### config.mk
export PLATFORM = sky130hd
export DESIGN_NAME = alu_seq
export DESIGN_NICKNAME = d
export VERILOG_FILES = /design/src/rtl/alu_seq.sv
export SDC_FILE = /design/constraint.sdc
export NUM_CORES = 1
export LEC_CHECK = 0
export CORE_MARGIN = 8
export CORE_UTILIZATION = 50
export CTS_BUF_LIST = sky130_fd_sc_hd__clkbuf_4
export CTS_CLUSTER_DIAMETER = 150
export DETAILED_ROUTE_END_ITERATION = 6
export GPL_ROUTABILITY_DRIVEN = 1
export PLACE_DENSITY_LB_ADDON = 0.12
export SYNTH_ARGS = -nofsm -noshare
export SYNTH_HDL_FRONTEND = slang
export SYNTH_SLANG_ARGS = --single-unit
### constraint.sdc
create_clock -name clk -period 4.3 [get_ports clk]
set_clock_uncertainty 0.15 [all_clocks]
set_input_delay 0.43 -clock clk [delete_from_list [all_inputs] [get_ports clk]]
set_output_delay 0.43 -clock clk [all_outputs]
set_load 0.01 [all_outputs]
### src/rtl/alu_seq.sv
// Clocked ALU: one operation per valid/ready handshake.
// Logic/add/sub finish in one cycle; MUL iterates shift-add.
module alu_seq #(
   parameter int WIDTH = 8,
   parameter int CNT_W = 4
) (
   input  logic             clk,
   input  logic             rst,
   input  logic             in_valid,
   output logic             in_ready,
   input  logic [2:0]       alu_order,
   input  logic [WIDTH-1:0] reg_1,
   input  logic [WIDTH-1:0] reg_2,
   output logic             out_valid,
   input  logic             out_ready,
   output logic [WIDTH-1:0] alu_out,
   output logic             flag_z,
   output logic             flag_n,
   output logic             flag_c,
   output logic             flag_v,
   output logic             err
);

   typedef enum logic [1:0] {
      IDLE,
      MUL,
      DONE
   } state_t;

   localparam logic [2:0] OP_OR   = 3'b000;
   localparam logic [2:0] OP_NAND = 3'b001;
   localparam logic [2:0] OP_NOR  = 3'b010;
   localparam logic [2:0] OP_AND  = 3'b011;
   localparam logic [2:0] OP_ADD  = 3'b100;
   localparam logic [2:0] OP_SUB  = 3'b101;
   localparam logic [2:0] OP_MUL  = 3'b110;
   localparam logic [2:0] OP_ILL  = 3'b111;

   localparam logic [CNT_W-1:0] LAST = CNT_W'(WIDTH - 1);

   state_t state, state_nx;

   logic                 accept;
   logic [2*WIDTH-1:0]   mcand;
   logic [WIDTH-1:0]     mpr;
   logic [2*WIDTH-1:0]   acc;
   logic [2*WIDTH-1:0]   acc_nx;
   logic [CNT_W-1:0]     cnt;

   logic [WIDTH:0]       sum;
   logic [WIDTH:0]       diff;
   logic [WIDTH-1:0]     res;
   logic                 res_c;
   logic                 res_v;
   logic                 res_err;

   assign accept = in_valid & in_ready;

   // State register
   always_ff @(posedge clk) begin
      if (rst) state <= IDLE;
      else     state <= state_nx;
   end

   // Next state and handshake outputs
   always_comb begin
      state_nx  = state;
      in_ready  = 1'b0;
      out_valid = 1'b0;
      unique case (state)
         IDLE: begin
            in_ready = 1'b1;
            if (in_valid)
               state_nx = (alu_order == OP_MUL) ? MUL : DONE;
         end
         MUL: begin
            if (cnt == LAST) state_nx = DONE;
         end
         DONE: begin
            out_valid = 1'b1;
            if (out_ready) state_nx = IDLE;
         end
         default: state_nx = IDLE;
      endcase
   end

   // Single-cycle result for every opcode except MUL
   always_comb begin
      sum     = {1'b0, reg_1} + {1'b0, reg_2};
      diff    = {1'b0, reg_1} - {1'b0, reg_2};
      res     = '0;
      res_c   = 1'b0;
      res_v   = 1'b0;
      res_err = 1'b0;
      unique case (alu_order)
         OP_OR:   res = reg_1 | reg_2;
         OP_NAND: res = ~(reg_1 & reg_2);
         OP_NOR:  res = ~(reg_1 | reg_2);
         OP_AND:  res = reg_1 & reg_2;
         OP_ADD: begin
            res   = sum[WIDTH-1:0];
            res_c = sum[WIDTH];
            res_v = (reg_1[WIDTH-1] == reg_2[WIDTH-1]) &&
                    (sum[WIDTH-1] != reg_1[WIDTH-1]);
         end
         OP_SUB: begin
            res   = diff[WIDTH-1:0];
            res_c = diff[WIDTH];
            res_v = (reg_1[WIDTH-1] != reg_2[WIDTH-1]) &&
                    (diff[WIDTH-1] != reg_1[WIDTH-1]);
         end
         OP_MUL:  res = '0;
         OP_ILL:  res_err = 1'b1;
         default: res_err = 1'b1;
      endcase
   end

   // One shift-add step: add multiplicand when multiplier LSB is set
   always_comb begin
      acc_nx = acc + (mpr[0] ? mcand : '0);
   end

   // Operand latching, multiply iteration and result/flag registers
   always_ff @(posedge clk) begin
      if (rst) begin
         alu_out <= '0;
         flag_z  <= 1'b0;
         flag_n  <= 1'b0;
         flag_c  <= 1'b0;
         flag_v  <= 1'b0;
         err     <= 1'b0;
         mcand   <= '0;
         mpr     <= '0;
         acc     <= '0;
         cnt     <= '0;
      end else begin
         unique case (state)
            IDLE: begin
               if (accept) begin
                  if (alu_order == OP_MUL) begin
                     mcand <= {{WIDTH{1'b0}}, reg_1};
                     mpr   <= reg_2;
                     acc   <= '0;
                     cnt   <= '0;
                  end else begin
                     alu_out <= res;
                     flag_z  <= ~res_err & (res == '0);
                     flag_n  <= res[WIDTH-1];
                     flag_c  <= res_c;
                     flag_v  <= res_v;
                     err     <= res_err;
                  end
               end
            end
            MUL: begin
               acc   <= acc_nx;
               mcand <= mcand << 1;
               mpr   <= mpr >> 1;
               cnt   <= cnt + CNT_W'(1);
               if (cnt == LAST) begin
                  alu_out <= acc_nx[WIDTH-1:0];
                  flag_z  <= (acc_nx[WIDTH-1:0] == '0);
                  flag_n  <= acc_nx[WIDTH-1];
                  flag_c  <= |acc_nx[2*WIDTH-1:WIDTH];
                  flag_v  <= 1'b0;
                  err     <= 1'b0;
               end
            end
            default: ;
         endcase
      end
   end

endmodule
**Word-level counts from Yosys, hierarchy flattened**

Cells that the tools add are included.

- Register bits: 59
- Input bits: 23
- Output and inout port bits: 15
- Word-level logic and storage cells: 100

- Add/sub/neg operators: 4
- Equality and inequality tests: 20
- Multiplexer cells: 47
- Bitwise logic cells: 7
- Reduce and logical (&&, ||, !) cells: 11

Operator list:

| operator | number |
|---|---|
| 16-bit two-way mux | 5 |
| 16-bit case mux with 2 select lines | 2 |
| 8-bit case mux with 6 select lines | 1 |
| 8-bit two-way mux | 5 |
| 8-bit case mux with 2 select lines | 2 |
| 1-bit two-way mux | 17 |
| 16-bit adder | 1 |
| 8-bit zero test | 2 |
| 8-bit inverter | 2 |
| 1-bit case mux with 2 select lines | 7 |
| 3-bit equality test, second input constant | 4 |
| 2-bit != test, second input constant | 6 |
| 8-bit by 8-bit adder with 9-bit output | 1 |
| 8-bit by 8-bit subtractor with 9-bit output | 1 |
| 8-bit bitwise AND | 1 |
| 2-bit two-way mux | 4 |
| 4-bit two-way mux | 2 |
| 8-bit OR | 1 |
| 4-bit case mux with 2 select lines | 1 |
| 8-bit OR reduction | 1 |
| 3-bit by 2-bit equality test with 1-bit output, second input constant | 2 |
| 2-bit case mux with 3 select lines | 1 |
| 3-bit AND reduction | 2 |
| 4-bit by 1-bit adder with 4-bit output, second input constant | 1 |
| other kinds (13) | 17 |

**Depth between registers and ports, before layout**

- Word-level depth: 8
- Mapped depth: 10
- Depth with buffers taken out: 10

**Least setup slack after synthesis**

Ideal clock, no wire load.

- Path kind: reg2reg
- Start point: register mpr[0]
- End point: register flag_c
- Library setup time: 0.120 ns
- Arrival: 3.065 ns
- Data required time: 4.030 ns
- Setup slack: 0.966 ns
- Stages on the path, launching flop included: 11
- Buffers on the path: 1
- Clock period less this slack: 3.334 ns
- Path through: dfxtp_1 > clkbuf_1 > and2_1 > fa_1 > a211oi_2 > o21ai_1 > a41o_1 > xor2_1 > or4_1 > or4b_1 > o31a_1

- Longest elaborated chain between the ends: 5

Ends and longest elaborated chain:

| element | line | RTL |
|---|---|---|
| start: declaration | 45 | `logic [WIDTH-1:0] mpr;` |
| start signal: assignment | 142 | `mpr <= reg_2;` |
| start signal: assignment | 158 | `mpr <= mpr >> 1;` |
| 16-bit two-way mux | 120 | `acc_nx = acc + (mpr[0] ? mcand : '0);` |
| 16-bit adder | 120 |  |
| 8-bit OR reduction | 164 | `flag_c <= \|acc_nx[2*WIDTH-1:WIDTH];` |
| 1-bit two-way mux | 160 | `if (cnt == LAST) begin` |
| 1-bit case mux with 2 select lines | 137 | `unique case (state)` |
| end signal: assignment | 149 | `flag_c <= res_c;` |
| end signal: assignment | 164 |  |
| end: declaration | 19 | `output logic flag_c,` |

No other way between the ends. The select of a mux whose other input is x is not followed.
A chain may end at the register's enable or synchronous reset.

**Worst setup path in the final report**

Same ends and word-level chain as after synthesis.

==> out/results.ini <==
[placement]
hpwl_mm=8.31
placed_area_um2=4630
gp_congestion=0.869
io_buffers=37
dp_cells=650

[drt]
drc_errors=0
routed_wl_mm=11.1
wl_per_cell_um=16.8
viasPerCell=6.00
vias=3990
drtIter0Drc=231
drtAntennaViolNets=0
drt_first_pass_iters=5

[worst_hold_path]
min_path_cells=2
holdPathEnd=alu_out[2]
hp-start=alu_out[2]
hp-class=flop to flop

[final_layout]
num_antenna_cells=0
nFillCells=810
nNetsFinal=622
final_cells=665
layout-drive-gt1-share_pct=6.07
final_cell_area_um2=4740
synthToLayoutAreaGrowth_pct=12.0

[synth]
syn_area_um2=4230
synth_area_leaders=dfxtp_1 27%, ha_1 12%, nor2_1 6.8%, a22oi_1 4.3%, nand2_1 4.2%
synth_seq_area_share_pct=27.5
syn_nets=602
synthArstFlopShare_pct=0
synth_enable_flop_cells=0
synth_cell_types=59
ys_warn_count=0
synth_top_area_share_pct=27.5
synth_cells=536
synth-main-ff-cell=dfxtp_1
ys_ff_latch=58
yosys.area.top_type=dfxtp_1
avgSynthCellArea_um2=7.89

[worst_setup_path]
r2r-start=mpr[0]
worstReg2RegEnd=flag_c
critPathLaunchType=flop
cp.required_ns=4.45
rr_worst_depth=10
end_kind=flop
critPathKind=flop to flop
worstPathArrival_ns=3.79
rrSetupSlack_ns=0.66
cp_max_fo=17

[floorplan]
num_rows=33
dieArea_um2=11700
die_w_um=108
coreArea_um2=8220
start_util_pct=51.5
die_h_um=108
ioPinCount=38

[clock_network]
cts_buffer_depth=2
clk_pin_slew_ns=0.11
cts_hold_buf=0
cts_resized=0
root_buffer=clkbuf_4
tritoncts=built
cts_inserted_buffers=9
clock_sink_count=58
htreeDepth=3
clkLatencyLatePin_ns=0.40
postCtsSetupRepairBufs=0

[power_and_ir_drop]
finalPower_w=0.00117
ir_drop_mv=0.141
p_leak_nw=1.96
power.density_nw_per_um2=248

[timing]
rsz0062_at_grt=no
finalSetupTns_ns=0
relSlewSlack_pct=24.7
period_share_pct=84.8
setup_violations=0
fmax_ghz=0.274
finalCriticalPeriod_ns=3.64
worst_pin_slew_ns=1.13
slew_violations=0
finalHoldViolCount=0

[global_route]
grt_max_degree=61
grt_usage_pct=19.4
grt_pass1_vias=3590
antenna_found_initial=0
grt_pass1_wl_mm=18.1
grt_overflow=0

[status]
status=finished clean

[job]
cap_violations=0

-- stage by stage --
step / hold WS, ns / setup WS (ns) / utilization [%]
CTS: 0.313 / 0.656 / 57.7
detailed placement: 0.299 / 0.682 / 56.4
global route: 0.335 / 0.482 / 57.7
floorplan: 0.305 / 0.966 / -
global placement: 0.290 / 0.775 / 56.4
finish: 0.314 / 0.656 / 57.7
-- cells by family (layout without fill, tap and decap cells) --
group	after synthesis	count (layout)	share of synthesized area, %
compound gates	151	151	25.5
xor+xnor	20	20	4.14
fa+ha+maj	43	43	13.3
buf+inv	56	80	5.18
flops	58	58	27.5
mux	14	14	3.40
simple gates	194	194	21.1
-- synthesized netlist by cell type (5+ instances only) --
cell and count:
xor2_1 7, nor2_1 77, xnor2_1 13, nand2b_1 6, ha_1 40, a21oi_1 31, a22oi_1 24, dfxtp_1 58
nor3_1 15, clkbuf_1 27, mux2i_1 11, a211oi_1 5, a311oi_1 15, and2_1 18, inv_1 23, o21ai_0 16
a31oi_1 7, nand2_1 47, nand3_1 8, a21o_1 6, o211ai_1 5
-- area by class of cell --
type                            count  area, µm²  area share, %
Multi-Input combinational cell    422       2850           60.2
Sequential cell                    58       1160           24.5
Tap cell                          105        131           2.77
Inverter                           23       86.3           1.82
Clock inverter                      6       35.0          0.740
Timing Repair Buffer               42        403           8.51
Clock buffer                        9       67.6           1.43
-- critical path, cell delays in order (launching register included) --
cell,delay [ns]
dfxtp_1,0.43
and2_1,0.19
ha_1,0.22
fa_1,0.44
a211oi_2,0.27
o21ai_1,0.14
a41o_1,0.30
xor2_1,0.17
or4_1,0.52
or4b_1,0.47
o31a_1,0.25
-- cells in the final DEF, fill, tap and decap left out, drive strengths merged, types with 6 or more instances in the layout --
master         synthesis  routed
nor2                  77      77
a31oi                  7       7
clkbuf                27       9
o211ai                 6       6
xnor2                 13      13
clkdlybuf4s50          0      36
a311oi                15      15
xor2                   7       7
a22oi                 24      24
a21oi                 31      31
a211oi                 7       7
nor3                  15      15
mux2i                 11      11
buf                    6       6
dfxtp                 58      58
o21ai                 18      18
nand2                 47      47
nand2b                 6       6
a21o                   7       7
ha                    40      40
inv                   23      23
and2                  18      18
nand3                  8       8
-- layer usage --
layer / vias up / global-route usage (%) / routed length [µm]
met5: - / 0 / 0
met4: 0 / 4.66 / 102
met3: 9 / 4.58 / 535
met2: 100 / 28.8 / 5020
met1: 1903 / 27.4 / 5490
li1: 1978 / - / -
-- registers in the layout, summed over array words and instances (netlist names) --
name / cells
mpr: 8
state: 2
mcand: 16
err: 1
flag_v: 1
alu_out: 8
cnt: 4
flag_c: 1
acc: 16
flag_z: 1
-- report_power, final --
part / internal [W] / switching [W] / total [W]
Sequential: 0.000557 / 0.0000157 / 0.000573
Combinational: 0.000120 / 0.000160 / 0.000281
Clock: 0.000111 / 0.000210 / 0.000321
Total: 0.000789 / 0.000386 / 0.00117
-- worst max-delay path by stage --
stage	startpoint	endpoint	slack, ns	cells after the start
final	mpr[0]	flag_c	0.66	10
after global routing	mpr[0]	flag_c	0.48	10
after CTS	mpr[0]	flag_c	0.66	10
after detailed placement	mpr[0]	flag_c	0.68	10
after global placement	mpr[0]	flag_c	0.77	10
after floorplan	mpr[0]	flag_c	0.97	10
Power figures use the tool's default switching activity.
